$ cat src/rtl/ex_muldiv_if.sv
// ex_muldiv_if: EX-side issue/result bundle for the HI/LO multiply/divide unit.
interface ex_muldiv_if #(parameter int WIDTH = 32);
  logic             start;
  logic [2:0]       op;
  logic [WIDTH-1:0] a_i;
  logic [WIDTH-1:0] b_i;
  logic [WIDTH-1:0] hi_i;
  logic [WIDTH-1:0] lo_i;
  logic             flush;
  logic             busy;
  logic             done;
  logic             whilo_o;
  logic [WIDTH-1:0] hi_o;
  logic [WIDTH-1:0] lo_o;
  modport master (output start, op, a_i, b_i, hi_i, lo_i, flush,
                  input busy, done, whilo_o, hi_o, lo_o);
  modport slave  (input start, op, a_i, b_i, hi_i, lo_i, flush,
                  output busy, done, whilo_o, hi_o, lo_o);
endinterface

$ cat src/rtl/ex_muldiv.sv
// ex_muldiv: multi-cycle HI/LO unit, fixed-latency multiply/accumulate and restoring radix-2 divide.
module ex_muldiv #(
  parameter int WIDTH      = 32,
  parameter int MUL_CYCLES = 3
) (
  input  logic        clk,
  input  logic        rst,
  ex_muldiv_if.slave  bus
);
  localparam int CW = $clog2(WIDTH + MUL_CYCLES) + 1;
  typedef enum logic [1:0] {IDLE, MUL, DIV, DONE} state_t;
  state_t           state_q, state_d;
  logic [CW-1:0]    cnt_q, cnt_d;
  logic [2:0]       op_q, op_d;
  logic [WIDTH-1:0] a_q, a_d, b_q, b_d, ahi_q, ahi_d, alo_q, alo_d;
  logic [WIDTH-1:0] rem_q, rem_d, quo_q, quo_d, dvs_q, dvs_d;
  logic [WIDTH-1:0] hi_q, hi_d, lo_q, lo_d;
  logic [WIDTH:0]   trial, diff;
  logic [2*WIDTH-1:0] mul_res, mul_res_i;
  logic             accept, ge, sgn_q;
  function automatic logic [2*WIDTH-1:0] mul_fn(input logic [2:0] op, input logic [WIDTH-1:0] a, b, hi, lo);
    logic [2*WIDTH-1:0] ea, eb, p, acc;
    ea  = op[0] ? {{WIDTH{1'b0}}, a} : {{WIDTH{a[WIDTH-1]}}, a};
    eb  = op[0] ? {{WIDTH{1'b0}}, b} : {{WIDTH{b[WIDTH-1]}}, b};
    p   = ea * eb;
    acc = {hi, lo};
    return op[2:1] == 2'b01 ? acc + p : op[2:1] == 2'b10 ? acc - p : p;
  endfunction
  function automatic logic [WIDTH-1:0] abs_fn(input logic [WIDTH-1:0] x, input logic sgn);
    return (sgn && x[WIDTH-1]) ? -x : x;
  endfunction
  assign bus.busy    = state_q == MUL || state_q == DIV;
  assign bus.done    = state_q == DONE;
  assign bus.whilo_o = state_q == DONE;
  assign bus.hi_o    = hi_q;
  assign bus.lo_o    = lo_q;
  always_comb begin
    accept    = bus.start && !bus.busy && !bus.flush;
    sgn_q     = !op_q[0];
    trial     = {rem_q, quo_q[WIDTH-1]};
    diff      = trial - {1'b0, dvs_q};
    ge        = trial >= {1'b0, dvs_q};
    mul_res   = mul_fn(op_q, a_q, b_q, ahi_q, alo_q);
    mul_res_i = mul_fn(bus.op, bus.a_i, bus.b_i, bus.hi_i, bus.lo_i);
    state_d   = state_q;
    cnt_d     = cnt_q;
    op_d      = op_q;
    a_d       = a_q;
    b_d       = b_q;
    ahi_d     = ahi_q;
    alo_d     = alo_q;
    rem_d     = rem_q;
    quo_d     = quo_q;
    dvs_d     = dvs_q;
    hi_d      = hi_q;
    lo_d      = lo_q;
    case (state_q)
      IDLE, DONE: begin
        state_d = IDLE;
        if (accept) begin
          op_d  = bus.op;
          a_d   = bus.a_i;
          b_d   = bus.b_i;
          ahi_d = bus.hi_i;
          alo_d = bus.lo_i;
          cnt_d = '0;
          if (bus.op[2:1] == 2'b11) begin
            if (bus.b_i == '0) begin
              state_d = DONE;
              hi_d    = bus.a_i;
              lo_d    = '1;
            end else begin
              state_d = DIV;
              rem_d   = '0;
              quo_d   = abs_fn(bus.a_i, !bus.op[0]);
              dvs_d   = abs_fn(bus.b_i, !bus.op[0]);
            end
          end else if (MUL_CYCLES == 1) begin
            state_d      = DONE;
            {hi_d, lo_d} = mul_res_i;
          end else begin
            state_d = MUL;
          end
        end
      end
      MUL: begin
        cnt_d = cnt_q + 1'b1;
        if (cnt_q == CW'(MUL_CYCLES > 1 ? MUL_CYCLES - 2 : 0)) begin
          state_d      = DONE;
          {hi_d, lo_d} = mul_res;
        end
      end
      DIV: begin
        cnt_d = cnt_q + 1'b1;
        rem_d = ge ? diff[WIDTH-1:0] : trial[WIDTH-1:0];
        quo_d = {quo_q[WIDTH-2:0], ge};
        // last step: apply sign correction while entering DONE
        if (cnt_q == CW'(WIDTH - 1)) begin
          state_d = DONE;
          hi_d    = (sgn_q && a_q[WIDTH-1]) ? -rem_d : rem_d;
          lo_d    = (sgn_q && (a_q[WIDTH-1] ^ b_q[WIDTH-1])) ? -quo_d : quo_d;
        end
      end
      default: state_d = IDLE;
    endcase
    if (bus.flush) begin
      state_d = IDLE;
      hi_d    = hi_q;
      lo_d    = lo_q;
    end
  end
  always_ff @(posedge clk) begin
    if (!rst) begin
      state_q <= IDLE;
      cnt_q   <= '0;
      op_q    <= '0;
      a_q     <= '0;
      b_q     <= '0;
      ahi_q   <= '0;
      alo_q   <= '0;
      rem_q   <= '0;
      quo_q   <= '0;
      dvs_q   <= '0;
      hi_q    <= '0;
      lo_q    <= '0;
    end else begin
      state_q <= state_d;
      cnt_q   <= cnt_d;
      op_q    <= op_d;
      a_q     <= a_d;
      b_q     <= b_d;
      ahi_q   <= ahi_d;
      alo_q   <= alo_d;
      rem_q   <= rem_d;
      quo_q   <= quo_d;
      dvs_q   <= dvs_d;
      hi_q    <= hi_d;
      lo_q    <= lo_d;
    end
  end
endmodule
$ cat src/flat_wrapper.sv
// flat-port wrapper written by rule: the top's interface ports become plain ports
module ex_muldiv_flat 
#(
  parameter int WIDTH      = 32,
  parameter int MUL_CYCLES = 3
)
  (clk, rst, bus_start, bus_op, bus_a_i, bus_b_i, bus_hi_i, bus_lo_i, bus_flush, bus_busy, bus_done, bus_whilo_o, bus_hi_o, bus_lo_o);
  ex_muldiv_if #(.WIDTH(WIDTH)) bus_i ();
  input  logic clk;
  input  logic rst;
  input wire logic [$bits(bus_i.start)-1:0] bus_start;
  input wire logic [$bits(bus_i.op)-1:0] bus_op;
  input wire logic [$bits(bus_i.a_i)-1:0] bus_a_i;
  input wire logic [$bits(bus_i.b_i)-1:0] bus_b_i;
  input wire logic [$bits(bus_i.hi_i)-1:0] bus_hi_i;
  input wire logic [$bits(bus_i.lo_i)-1:0] bus_lo_i;
  input wire logic [$bits(bus_i.flush)-1:0] bus_flush;
  output wire logic [$bits(bus_i.busy)-1:0] bus_busy;
  output wire logic [$bits(bus_i.done)-1:0] bus_done;
  output wire logic [$bits(bus_i.whilo_o)-1:0] bus_whilo_o;
  output wire logic [$bits(bus_i.hi_o)-1:0] bus_hi_o;
  output wire logic [$bits(bus_i.lo_o)-1:0] bus_lo_o;
  assign bus_i.start = bus_start;
  assign bus_i.op = bus_op;
  assign bus_i.a_i = bus_a_i;
  assign bus_i.b_i = bus_b_i;
  assign bus_i.hi_i = bus_hi_i;
  assign bus_i.lo_i = bus_lo_i;
  assign bus_i.flush = bus_flush;
  assign bus_busy = bus_i.busy;
  assign bus_done = bus_i.done;
  assign bus_whilo_o = bus_i.whilo_o;
  assign bus_hi_o = bus_i.hi_o;
  assign bus_lo_o = bus_i.lo_o;
  ex_muldiv #(.WIDTH(WIDTH), .MUL_CYCLES(MUL_CYCLES)) u_core (.clk(clk), .rst(rst), .bus(bus_i));
endmodule
$ cat config.mk
export PLATFORM = sky130hd
export DESIGN_NAME = ex_muldiv_flat
export DESIGN_NICKNAME = d
export VERILOG_FILES = /design/src/rtl/ex_muldiv_if.sv /design/src/rtl/ex_muldiv.sv /design/src/flat_wrapper.sv
export SDC_FILE = /design/constraint.sdc
export NUM_CORES = 2
export LEC_CHECK = 0
export BUFFER_PORTS_ARGS = -buffer_cell sky130_fd_sc_hd__buf_2
export CAP_MARGIN = 20
export CORE_ASPECT_RATIO = 1.4
export CORE_MARGIN = 5
export CORE_UTILIZATION = 65
export CTS_BUF_LIST = sky130_fd_sc_hd__clkbuf_8
export DETAILED_ROUTE_END_ITERATION = 8
export PLACE_DENSITY = 0.86
export SLEW_MARGIN = 20
export SYNTH_ARGS = -nofsm -noshare
export SYNTH_HDL_FRONTEND = slang
export SYNTH_SLANG_ARGS = --single-unit
$ cat constraint.sdc
create_clock -name clk -period 25.1 [get_ports clk]
set_clock_uncertainty 0.2 [all_clocks]
set_input_delay 2.51 -clock clk [delete_from_list [all_inputs] [get_ports clk]]
set_output_delay 2.51 -clock clk [all_outputs]
set_load 0.03 [all_outputs]
Word level (Yosys, flattened, before mapping)
Index checks and enable logic that the tools add are counted.
{"block": "classes", "addsub": 8, "mul": 1, "n_lt_le_gt_ge": 1, "eq_ne": 14, "n_mux": 37, "bitwise": 4, "n_reduce_logical": 22}
{"cell": "$mux W32", "count": 21}
{"cell": "$mux W64", "count": 4}
{"cell": "$pmux W32 S3", "count": 2}
{"cell": "$neg A32 Y32", "count": 4}
{"cell": "$pmux W32 S2", "count": 2}
{"cell": "$add A64 B64 Y64", "count": 1}
{"cell": "$mul A64 B64 Y64", "count": 1}
{"cell": "$sub A64 B64 Y64", "count": 1}
{"cell": "$ge A33 B32 Y1", "count": 1}
{"cell": "$logic_not A32 Y1", "count": 1}
{"cell": "$sub A32 B32 Y32", "count": 1}
{"cell": "$pmux W7 S2", "count": 1}
{"cell": "$eq A2 B2 Y1 const B", "count": 4}
{"cell": "$mux W2", "count": 4}
{"cell": "$reduce_and A4 Y1", "count": 2}
{"cell": "$add A7 B1 Y7 const B", "count": 1}
{"cell": "$eq A7 B1 Y1 const B", "count": 1}
{"cell": "$eq A7 B5 Y1 const B", "count": 1}
{"cell": "$mux W7", "count": 1}
{"cell": "$logic_and A1 B1 Y1", "count": 6}
{"cell": "$ne A2 B1 Y1 const B", "count": 3}
{"cell": "$ne A2 B2 Y1 const B", "count": 3}
{"cell": "$pmux W2 S3", "count": 1}
{"cell": "$reduce_and A6 Y1", "count": 1}
{"cell": "10 further kinds", "count": 19}
{"block": "word_totals", "reg_bits": 300, "input_bits": 135, "word_cells": 99}

Longest topological paths before layout
{"block": "logic_depth", "word_depth": 7, "depth_mapped": 48}

Least setup slack after synthesis
OpenSTA, ideal clock, no wires.
{"block": "synth_path", "path_type": "register to register", "from": "register u_core.a_q[31]", "to": "register u_core.hi_q[28], in the netlist u_core.bus.hi_o[28]", "setup_time_ps": 73, "t_arrival_ps": 11725, "required_time_ps": 24827, "setup_slack_ps": 13101, "stages_incl_launch_ff": 47, "n_path_buf": 4, "synth_period_minus_slack_ps": 11999, "cell_sequence": "dfxtp_1 -> nor2b_1 -> clkbuf_1 -> clkbuf_1 -> nand2_1 -> inv_1 -> fa_1 -> inv_1 -> fa_1 -> inv_1 -> fa_1 -> fa_1 -> fa_1 -> inv_1 -> fa_1 -> inv_1 -> fa_1 -> fa_1 -> [... 11 more ...] -> a21boi_0 -> nor2_1 -> xor2_1 -> inv_1 -> ha_1 -> clkbuf_1 -> inv_1 -> nand3_1 -> or4b_2 -> or2_2 -> inv_1 -> o211ai_2 -> a2111oi_4 -> o31ai_4 -> o31ai_1 -> xor2_1 -> a221o_1 -> o211ai_2"}
{"block": "synth_via", "elab_chain_len": 7, "word_cells_on_any_way": 11, "cone_classes": "add/sub (2); mul (1); mux (7); reduce/logical (1)"}
{"item": "start, declared", "line_no": "ex_muldiv.sv:15", "rtl": "logic [WIDTH-1:0] a_q, a_d, b_q, b_d, ahi_q, ahi_d, alo_q, alo_d;"}
{"item": "start signal, assigned", "line_no": "ex_muldiv.sv:117", "rtl": "a_q <= '0;"}
{"item": "start signal, assigned", "line_no": "ex_muldiv.sv:130", "rtl": "a_q <= a_d;"}
{"item": "$mux W64", "line_no": "ex_muldiv.sv:23", "rtl": "ea = op[0] ? {{WIDTH{1'b0}}, a} : {{WIDTH{a[WIDTH-1]}}, a};"}
{"item": "$mul A64 B64 Y64", "line_no": "ex_muldiv.sv:25", "rtl": "p = ea * eb;"}
{"item": "$sub A64 B64 Y64", "line_no": "ex_muldiv.sv:27", "rtl": "return op[2:1] == 2'b01 ? acc + p : op[2:1] == 2'b10 ? acc - p : p;"}
{"item": "$mux W64 (2 in a row)", "line_no": "ex_muldiv.sv:27"}
{"item": "$mux W32", "line_no": "ex_muldiv.sv:88", "rtl": "if (cnt_q == CW'(MUL_CYCLES > 1 ? MUL_CYCLES - 2 : 0)) begin"}
{"item": "$pmux W32 S3 *", "line_no": "ex_muldiv.sv:57", "rtl": "case (state_q)"}
{"item": "end signal, assigned", "line_no": "ex_muldiv.sv:137", "rtl": "hi_q <= hi_d;"}
{"item": "end, declared", "line_no": "ex_muldiv.sv:17", "rtl": "logic [WIDTH-1:0] hi_q, hi_d, lo_q, lo_d;"}
Mark *: on every way between the ends. The rest lies on a longest branch, timed or not. The select of a mux whose other input is x is not followed.
A chain may end at the register's enable or synchronous reset.

Worst setup path in the final report
{"block": "layout_path", "from": "register u_core.b_q[31]", "to": "register u_core.hi_q[24], in the netlist u_core.bus.hi_o[24]"}
{"block": "layout_via", "elab_chain_len": 7, "word_cells_on_any_way": 8, "cone_classes": "add/sub (2); mul (1); mux (5)"}
{"item": "start, declared", "line_no": "ex_muldiv.sv:15"}
{"item": "start signal, assigned", "line_no": "ex_muldiv.sv:118", "rtl": "b_q <= '0;"}
{"item": "start signal, assigned", "line_no": "ex_muldiv.sv:131", "rtl": "b_q <= b_d;"}
{"item": "$mux W64 *", "line_no": "ex_muldiv.sv:24", "rtl": "eb = op[0] ? {{WIDTH{1'b0}}, b} : {{WIDTH{b[WIDTH-1]}}, b};"}
{"item": "$mul A64 B64 Y64 *", "line_no": "ex_muldiv.sv:25"}
{"item": "$sub A64 B64 Y64", "line_no": "ex_muldiv.sv:27"}
{"item": "$mux W64", "line_no": "ex_muldiv.sv:27"}
{"item": "$mux W64 *", "line_no": "ex_muldiv.sv:27"}
{"item": "$mux W32 *", "line_no": "ex_muldiv.sv:88"}
{"item": "$pmux W32 S3 *", "line_no": "ex_muldiv.sv:57"}
Marks and branches as above.

==> out/metrics.yaml <==
final_layout:
  nNetsFinal: 10700
  num-fill-cells: 8907
  final_area_um2: 76900
  drive_above_1_share_pct: 5.89
  area_growth_pct: 4.60
logic_synthesis:
  ys_warn_count: 0
  async_reset_ff_share_pct: 0
  synth-edff-count: 0
  synthAdderAreaFrac_pct: 47.1
  yosys.area_share.xor_xnor_pct: 3.42
  ys_seq_elements: 300
  syn-num-nets: 10800
  synth_compound_area_share_pct: 13.0
  syn_avg_cell_area_um2: 8.39
  ys_seq_area_share_pct: 8.17
  netlist_instances: 8758
  synth_top_family_by_area: "adder cells"
  synthSimpleGateAreaFrac_pct: 16.3
  synth_flop_cell: "dfxtp_1"
  syn-cell-area_um2: 73500
  synth_cell_types: 111
  synth_mux_area_share_pct: 0.509
job:
  drv_cap: 0
critical_path:
  r2r_start: "u_core.b_q[31]"
  crit_path_end_kind: "flip-flop"
  startpoint_type: "flip-flop"
  cp_max_fo: 35
  worst_path_max_delay_cell: "a21oi_1"
  timing.critical_path.from: "u_core.b_q[31]"
  critPathMaxStageDelay_ns: 0.71
  required_ns: 25.48
  critPathKind: "flip-flop to flip-flop"
  crit_arrival_ns: 14.40
placement:
  dp_slack_ns: 11.58
  place_congestion: 1.07
  post_dp_cell_area_um2: 75500
  dp_hpwl_um: 212000
  io_buffer_count: 201
worst_hold_path:
  min-delay-start: "u_core.b_q[22]"
  hold_path.class: "flip-flop to flip-flop"
timing:
  fin_ws_ns: 11.08
  fin_setup_tns_ns: 0
  max_freq_mhz: 71.3
  setup_viol: 0
  tightest_slew_ns: 1.36
  finalHoldViolations: 0
  period_share_pct: 55.9
  finalCriticalPeriod_ns: 14.02
  slew_viol_final: 0
  relSlewSlack_pct: 8.34
  rsz0062_at_grt: "false"
global_routing:
  grt_pass1_vias: 69000
  antenna_found_initial: 13
  grt-ovfl-total: 0
  grt_usage_pct: 43.9
  grt_pass1_wl_um: 402000
  grt_max_degree: 151
clock_network:
  clkTransAtPathRegs_ns: 0.08
  cts_tree: "done"
  clockBufferDepth: 3
  cts_num_sinks: 300
  ctsHtreeMaxLevel: 2
  clockRootBuffer: "clkbuf_8"
  hold_buffers: 0
  clock_latency_ns: 0.73
  ctsResizeCount: 0
  post-cts-setup-buffer-count: 0
  numCtsBuffers: 51
route:
  routed_wl_um: 263000
  vias_per_cell: 6.28
  ant_nets: 0
  drt-initial-drc-count: 6265
  wl_per_cell_um: 25.8
  drt-pass1-iter-count: 7
  drc: 0
  vias: 64100
die:
  die_area_um2: 120000
  core_region_area_um2: 113000
  start_util_pct: 65.2
  fp.dieW_um: 294
  die_y_um: 408
  ios: 202
  std_cell_rows: 146
outcome:
  status: "finished, final reports clean"
power_and_ir_drop:
  power_switching_uw: 1590
  clkPwrFrac_pct: 19.9
  internal-power_uw: 1450
  ir_drop_v: 0.0000552
  pwr-share-seq_pct: 17.1
  comb_power_share_pct: 63.0
  power_density_nw_per_um2: 39.5
  leakage_uw: 0.0377
  switching_share_pct: 52.2
Yosys cell counts, drive strengths merged, types with 26 or more instances:
cell type,instances,area share (%)
dfxtp,300,8.2
a31oi,56,0.48
a221oi,49,0.59
buf,44,0.33
nand3,79,0.54
a211oi,77,0.80
inv,1758,9.0
nand2b,33,0.28
xnor2,191,2.3
nand4,28,0.24
nor2,370,1.9
and3,26,0.22
mux2i,31,0.43
a21o,61,0.62
o31ai,57,0.63
xor2,93,1.1
ha,468,8.0
a21oi,569,3.9
o21bai,54,0.55
nand2,1101,5.6
clkbuf,419,2.1
fa,1436,39
or3,45,0.38
o21a,26,0.27
and2,586,5.0
nor2b,31,0.26
nor3,97,0.66
nor4,33,0.30
o21ai,255,1.7
o211ai,51,0.53
layer usage:
| metal | track usage (%) | vias up | wire length [µm] |
|---|---|---|---|
| li1 | - | 27200 | - |
| met1 | 49.1 | 31400 | 85500 |
| met2 | 70.9 | 4118 | 122000 |
| met3 | 11.1 | 1343 | 27200 |
| met4 | 35.3 | 0 | 28900 |
| met5 | 0 | - | 0 |
worst max-delay path: cells and delay by family (launching register included):
family	cells	cell delay, ns
DFF	1	0.31
buffers and inverters	12	1.53
and+or+nand+nor	9	2.27
xor gates and xnor gates	1	0.52
AOI/OAI and AO/OA	8	3.10
adders and majority gates	12	5.89
cell families after synthesis:
| group | count (synthesis) |
|---|---|
| AO/OA/AOI/OAI | 1493 |
| buffers and inverters | 2225 |
| XOR/XNOR | 285 |
| multiplexers | 36 |
| adder cells (fa/ha/maj) | 1905 |
| AND/OR/NAND/NOR | 2514 |
| flip-flops | 300 |
per-stage QoR:
| step | power (µW) | hold slack, ns | instances | util (%) |
|---|---|---|---|---|
| finish | 3040 | 0.256 | 10200 | 68.2 |
| detailed placement | 2370 | 0.248 | 10100 | 67.0 |
| global route | 3190 | 0.272 | 10200 | 68.2 |
| global placement | 2360 | 0.242 | 10100 | 67.0 |
| CTS | 2980 | 0.257 | 10200 | 68.2 |
| floorplan | 1760 | 0.237 | 8758 | - |
power by group through the flow:
| stage | clock network, µW | registers (µW) | logic, µW |
|---|---|---|---|
| 4_1_cts | 607 | 517 | 1860 |
| 2_1_floorplan | 0 | 521 | 1240 |
| 3_3_place_gp | 0 | 527 | 1830 |
| 6_report | 606 | 519 | 1920 |
| 3_5_place_dp | 0 | 528 | 1840 |
| 5_1_grt | 630 | 519 | 2040 |
registers in the layout (all words and copies together), names as in the netlist:
signal,cells
u_core.a_q,32
u_core.ahi_q,32
u_core.alo_q,32
u_core.b_q,32
u_core.bus.hi_o,32
u_core.bus.lo_o,32
u_core.cnt_q,7
u_core.dvs_q,32
u_core.op_q,3
u_core.quo_q,32
u_core.rem_q,32
u_core.state_q,2
path summary, 6_finish.rpt:
path | to | slack, ns | cells after the start
setup / recovery | u_core.bus.hi_o[24] | 11.08 | 42
hold / removal | u_core.b_q[22] | 0.26 | 2
setup reg to reg | u_core.bus.hi_o[24] | 11.08 | 42
hold reg to reg | u_core.b_q[22] | 0.26 | 2
cell usage in the layout, fill, tap and decap left out, drive strengths merged, types with 45 or more instances in the layout:
master and n:
clkbuf 60, a31oi 56, a221oi 49, ha 468
o21bai 54, a21oi 569, o21ai 255, nand3 79
inv 1763, nand2 1101, a21o 61, xnor2 191
fa 1436, buf 315, dfxtp 300, xor2 93
nor2 370, o211ai 51, a211oi 77, and2 586
o31ai 57, nor3 97, or3 45
layout make-up:
cell class	count	area, µm²	area share [%]
Inverter	1762	6620	8.61
Timing Repair Buffer	315	1860	2.42
Antenna cell	12	30.0	0.0391
Sequential cell	300	6020	7.82
Clock inverter	35	518	0.674
Tap cell	1480	1850	2.41
Clock buffer	60	826	1.07
Multi-Input combinational cell	6233	59200	76.9
Note: power is estimated with default switching activity, not from simulation.
